[src/rtl/obuf_drain_ctrl.sv]
// Output-buffer sequencer: captures a finished tile, then drains it row by row over valid/ready.
// Define OBUF_CTRL_PERF_EN to build the saturating drain-stall counter behind stall_cnt_o.
module obuf_drain_ctrl #(
    parameter int unsigned N  = 4,
    parameter int unsigned CW = 16
) (
    input  logic                 clk,
    input  logic                 rst,
    input  logic                 tile_done_i,
    input  logic                 out_ready_i,
    output logic                 load_en_o,
    output logic                 out_en_o,
    output logic                 out_valid_o,
    output logic [$clog2(N)-1:0] out_row_o,
    output logic                 busy_o,
    output logic                 tile_ack_o,
    output logic                 overrun_o,
    output logic [CW-1:0]        stall_cnt_o
);

    localparam int unsigned RW = $clog2(N);
    localparam logic [RW-1:0] LastIdx = RW'(N - 1);

    typedef enum logic [2:0] {
        StIdle,
        StLoad,
        StSettle,
        StDrain,
        StAck
    } state_e;

    state_e        state_q;
    logic [RW-1:0] ld_cnt_q;
    logic [RW-1:0] out_row_q;
    logic          load_en_q;
    logic          out_valid_q;
    logic          busy_q;
    logic          tile_ack_q;
    logic          overrun_q;

    // Strobes are registered alongside the state so they line up with it cycle for cycle.
    always_ff @(posedge clk) begin
        if (rst) begin
            state_q     <= StIdle;
            ld_cnt_q    <= '0;
            out_row_q   <= '0;
            load_en_q   <= 1'b0;
            out_valid_q <= 1'b0;
            busy_q      <= 1'b0;
            tile_ack_q  <= 1'b0;
            overrun_q   <= 1'b0;
        end else begin
            if (tile_done_i && (state_q != StIdle)) begin
                overrun_q <= 1'b1;
            end
            unique case (state_q)
                StIdle: begin
                    if (tile_done_i) begin
                        state_q   <= StLoad;
                        ld_cnt_q  <= '0;
                        load_en_q <= 1'b1;
                        busy_q    <= 1'b1;
                    end
                end
                StLoad: begin
                    if (ld_cnt_q == LastIdx) begin
                        state_q   <= StSettle;
                        ld_cnt_q  <= '0;
                        load_en_q <= 1'b0;
                    end else begin
                        ld_cnt_q <= ld_cnt_q + RW'(1);
                    end
                end
                StSettle: begin
                    state_q     <= StDrain;
                    out_valid_q <= 1'b1;
                end
                StDrain: begin
                    if (out_ready_i) begin
                        if (out_row_q == LastIdx) begin
                            state_q     <= StAck;
                            out_row_q   <= '0;
                            out_valid_q <= 1'b0;
                            tile_ack_q  <= 1'b1;
                        end else begin
                            out_row_q <= out_row_q + RW'(1);
                        end
                    end
                end
                StAck: begin
                    state_q    <= StIdle;
                    tile_ack_q <= 1'b0;
                    busy_q     <= 1'b0;
                end
                default: begin
                    state_q <= StIdle;
                end
            endcase
        end
    end

    // out_valid_q is high exactly in DRAIN, so this never shifts an unaccepted row.
    assign out_en_o    = out_valid_q & out_ready_i;
    assign load_en_o   = load_en_q;
    assign out_valid_o = out_valid_q;
    assign out_row_o   = out_row_q;
    assign busy_o      = busy_q;
    assign tile_ack_o  = tile_ack_q;
    assign overrun_o   = overrun_q;

`ifdef OBUF_CTRL_PERF_EN
    logic [CW-1:0] stall_q;

    always_ff @(posedge clk) begin
        if (rst) begin
            stall_q <= '0;
        end else if ((state_q == StDrain) && !out_ready_i && (stall_q != '1)) begin
            stall_q <= stall_q + CW'(1);
        end
    end

    assign stall_cnt_o = stall_q;
`else
    assign stall_cnt_o = '0;
`endif

endmodule

[config.mk]
export PLATFORM = sky130hd
export DESIGN_NAME = obuf_drain_ctrl
export DESIGN_NICKNAME = d
export VERILOG_FILES = /design/src/rtl/obuf_drain_ctrl.sv
export SDC_FILE = /design/constraint.sdc
export NUM_CORES = 1
export LEC_CHECK = 0
export ABC_AREA = 1
export BUFFER_PORTS_ARGS = -buffer_cell sky130_fd_sc_hd__buf_2
export CAP_MARGIN = 0
export CORE_UTILIZATION = 43
export CTS_BUF_LIST = sky130_fd_sc_hd__clkbuf_2 sky130_fd_sc_hd__clkbuf_4 sky130_fd_sc_hd__clkbuf_8
export CTS_CLUSTER_SIZE = 16
export DETAILED_ROUTE_END_ITERATION = 7
export GPL_TIMING_DRIVEN = 0
export PLACE_DENSITY = 0.78
export SYNTH_ARGS = -nofsm -noshare
export SYNTH_HDL_FRONTEND = slang
export SYNTH_SLANG_ARGS = --single-unit
[constraint.sdc]
create_clock -name clk -period 1 [get_ports clk]
set_input_delay 0.05 -clock clk [delete_from_list [all_inputs] [get_ports clk]]
set_output_delay 0.05 -clock clk [all_outputs]
set_load 0.05 [all_outputs]
==> flow_summary.json <==
{
  "outcome": "complete, but fails checks",
  "violations": "setup timing",
  "synth_edf_count": 0,
  "final_layout_size_suffix_gt1_share_pct": 52.99,
  "synth_seq_cells": 12,
  "antenna_cells": 0,
  "grt_pass1_vias": 478,
  "final_cells": 132,
  "place_congestion": 0.8730,
  "synth_top_area_share_pct": 37.50,
  "path_clk_slew_ps": 80,
  "power_density_mw_per_mm2": 1444,
  "power_mw": 1.359,
  "maxCapViolCount": 0,
  "dpl_cell_area_um2": 787.0,
  "grt_pass1_wl_mm": 1.842,
  "yosysTopAreaCell": "dfxtp_1",
  "synth_common_cells": "16 x buf_4, 15 x nand2_1, 12 x dfxtp_1, 10 x a21oi_1, 9 x nand3_1",
  "clock_sinks": 12,
  "synthToLayoutAreaGrowth_pct": 46.88,
  "pre_cts_ws_ps": -41.25,
  "cts.path.max_buffers": 2,
  "path_max_fanout": 5,
  "grt_overflow": 0,
  "syn_area_um2": 640.6,
  "synth_area_per_cell_um2": 7.363,
  "startpoint_type": "register",
  "die_area_mm2": 0.001648,
  "start_util_pct": 47.45,
  "ys.flop_type": "dfxtp_1",
  "yosysMostFrequentCell": "buf_4",
  "synth_cell_types": 15,
  "worst-setup-path-type": "register to register",
  "cts_tree": "done",
  "place_inst": 127,
  "muxShareOfSynthArea_pct": 0,
  "setup_violations": 1,
  "antenna_found_initial": 0,
  "route.detailed.drc": 0,
  "arrival_ps": 1210,
  "num_rows": 13,
  "wl_per_cell_um": 9.205,
  "layout_min_cycle_time_ps": 1012,
  "p_leak_nw": 0.4630,
  "n_fill_cell": 109,
  "synth_compound_area_share_pct": 10.55,
  "cts_hold_buf": 0,
  "ys_warn_count": 0,
  "vias_per_cell": 4.576,
  "rsz0062_at_grt": "yes",
  "drt_iter0_drc": 7,
  "grt_max_degree": 11,
  "clock_tree.root_cell": "clkbuf_4",
  "die_x_um": 40.60,
  "ios": 28,
  "synth_top_family_by_area": "buffers and inverters",
  "hpwl_um": 865.8,
  "track_usage_pct": 16.76,
  "cts_buffers": 3,
  "syn_inst": 87,
  "wirelength_mm": 1.215,
  "io_buffers": 10,
  "async_reset_ff_share_pct": 0,
  "core_mm2": 0.001350,
  "hold_viol": 0,
  "skew_ps": 4.027,
  "hold_class": "input pin to register",
  "nNetsFinal": 124,
  "drt_first_pass_iters": 4,
  "synthAdderAreaFrac_pct": 3.906,
  "clk_latency_ps": 270,
  "setup.worst_path.end_class": "register",
  "fin_ws_ps": -11.74,
  "ys_top_cells_by_area": "dfxtp_1 38%, buf_4 19%, nand2_1 8.8%, a21oi_1 7.8%, nand3_1 7.0%",
  "period_share_pct": 101.2,
  "htree_levels": 1,
  "die_height_um": 40.60,
  "yosysSeqAreaShare_pct": 37.50,
  "worstPathRequired_ps": 1200,
  "peakVddDrop_v": 0.0009034,
  "stdcell_area_um2": 940.9,
  "antenna_left": 0,
  "synth_xor_xnor_area_share_pct": 0,
  "vias": 604,
  "max_freq_ghz": 0.9884,
  "slew_viol_final": 0,
  "synthSimpleGateAreaFrac_pct": 23.44
}
-- logic make-up (layout without fill, tap and decap cells) --
| group | after synthesis | count (layout) |
|---|---|---|
| AO/OA/AOI/OAI | 13 | 13 |
| flip-flops | 12 | 12 |
| buffers and inverters | 25 | 40 |
| adder cells (fa/ha/maj) | 2 | 2 |
| AND/OR/NAND/NOR | 34 | 34 |
| other | 1 | 16 |
-- final timing paths --
check                                              from                 endpoint  slack (ps)  depth (start not counted)
worst max-delay path            state_q[2]$_SDFFE_PP0P_  state_q[1]$_SDFFE_PP0P_         -10                          5
worst min-delay path                        out_ready_i  state_q[2]$_SDFFE_PP0P_          90                          3
worst max register to register  state_q[2]$_SDFFE_PP0P_  state_q[1]$_SDFFE_PP0P_         -10                          5
worst min register to register   load_en_o$_SDFFE_PP0P_   load_en_o$_SDFFE_PP0P_         450                          2
-- worst max-delay path, cell delays in order (launching register included) --
cell and delay [ps]:
dfxtp_4 390, nor2_4 160, nand2_1 100, nand2_1 80
nand4_1 90, a21oi_1 130
-- flip-flops by register name, summed over array words and instances (netlist names) --
register	cells
state_q	3
ld_cnt_q	2
out_row_o	2
busy_o	1
load_en_o	1
out_valid_o	1
overrun_o	1
tile_ack_o	1
-- power breakdown --
part	leakage [nW]	switching, mW	internal [mW]
clock	0.0184	0.158	0.182
sequential	0.103	0.0369	0.511
combinational	0.342	0.335	0.136
-- through the flow --
step	TNS [ps]	hold WS, ps	util [%]
floorplan	-99.94	204.0	-
global placement	-49.57	358.5	58.29
detailed placement	-136.0	361.6	58.29
CTS	-21.48	92.28	64.69
global route	-312.6	98.71	69.69
finish	-11.74	91.55	69.69
-- metal layers --
| metal | part of all wire, % | vias to the layer above | GRT usage, % |
|---|---|---|---|
| met4 | 1.4 | 0 | 10.00 |
| met2 | 49 | 27 | 26.98 |
| li1 | - | 316 | - |
| met1 | 44 | 257 | 20.93 |
| met3 | 5.4 | 4 | 2.222 |
| met5 | 0 | - | 0 |
-- cell type report --
class	instances	area, um2	area share, %
Buffer	17	123.9	13.16
Clock buffer	4	30.03	3.191
Inverter	8	30.03	3.191
Multi-Input combinational cell	65	414.1	44.02
Sequential cell	12	260.3	27.66
Tap cell	15	18.77	1.995
Timing Repair Buffer	11	63.81	6.782
-- cell usage in the layout (no fill, tap or decap), drive strengths merged --
cell type,netlist,routed
conb,1,16
a21oi,10,10
o31ai,1,1
nor2,8,8
nor3,1,1
ha,2,2
nand4,1,1
nand3,9,9
o21ai,2,2
inv,8,8
buf,17,28
dfxtp,12,12
nand2,15,15
clkbuf,0,4
-- what timing repair did --
action / 4_1_cts / 5_1_grt
pin swaps: 4 / 10
setup endpoints to repair: 8 / 9
gates resized for setup: 19 / 18
buffers inserted: 1 / 0
Power figures use the tool's default switching activity.
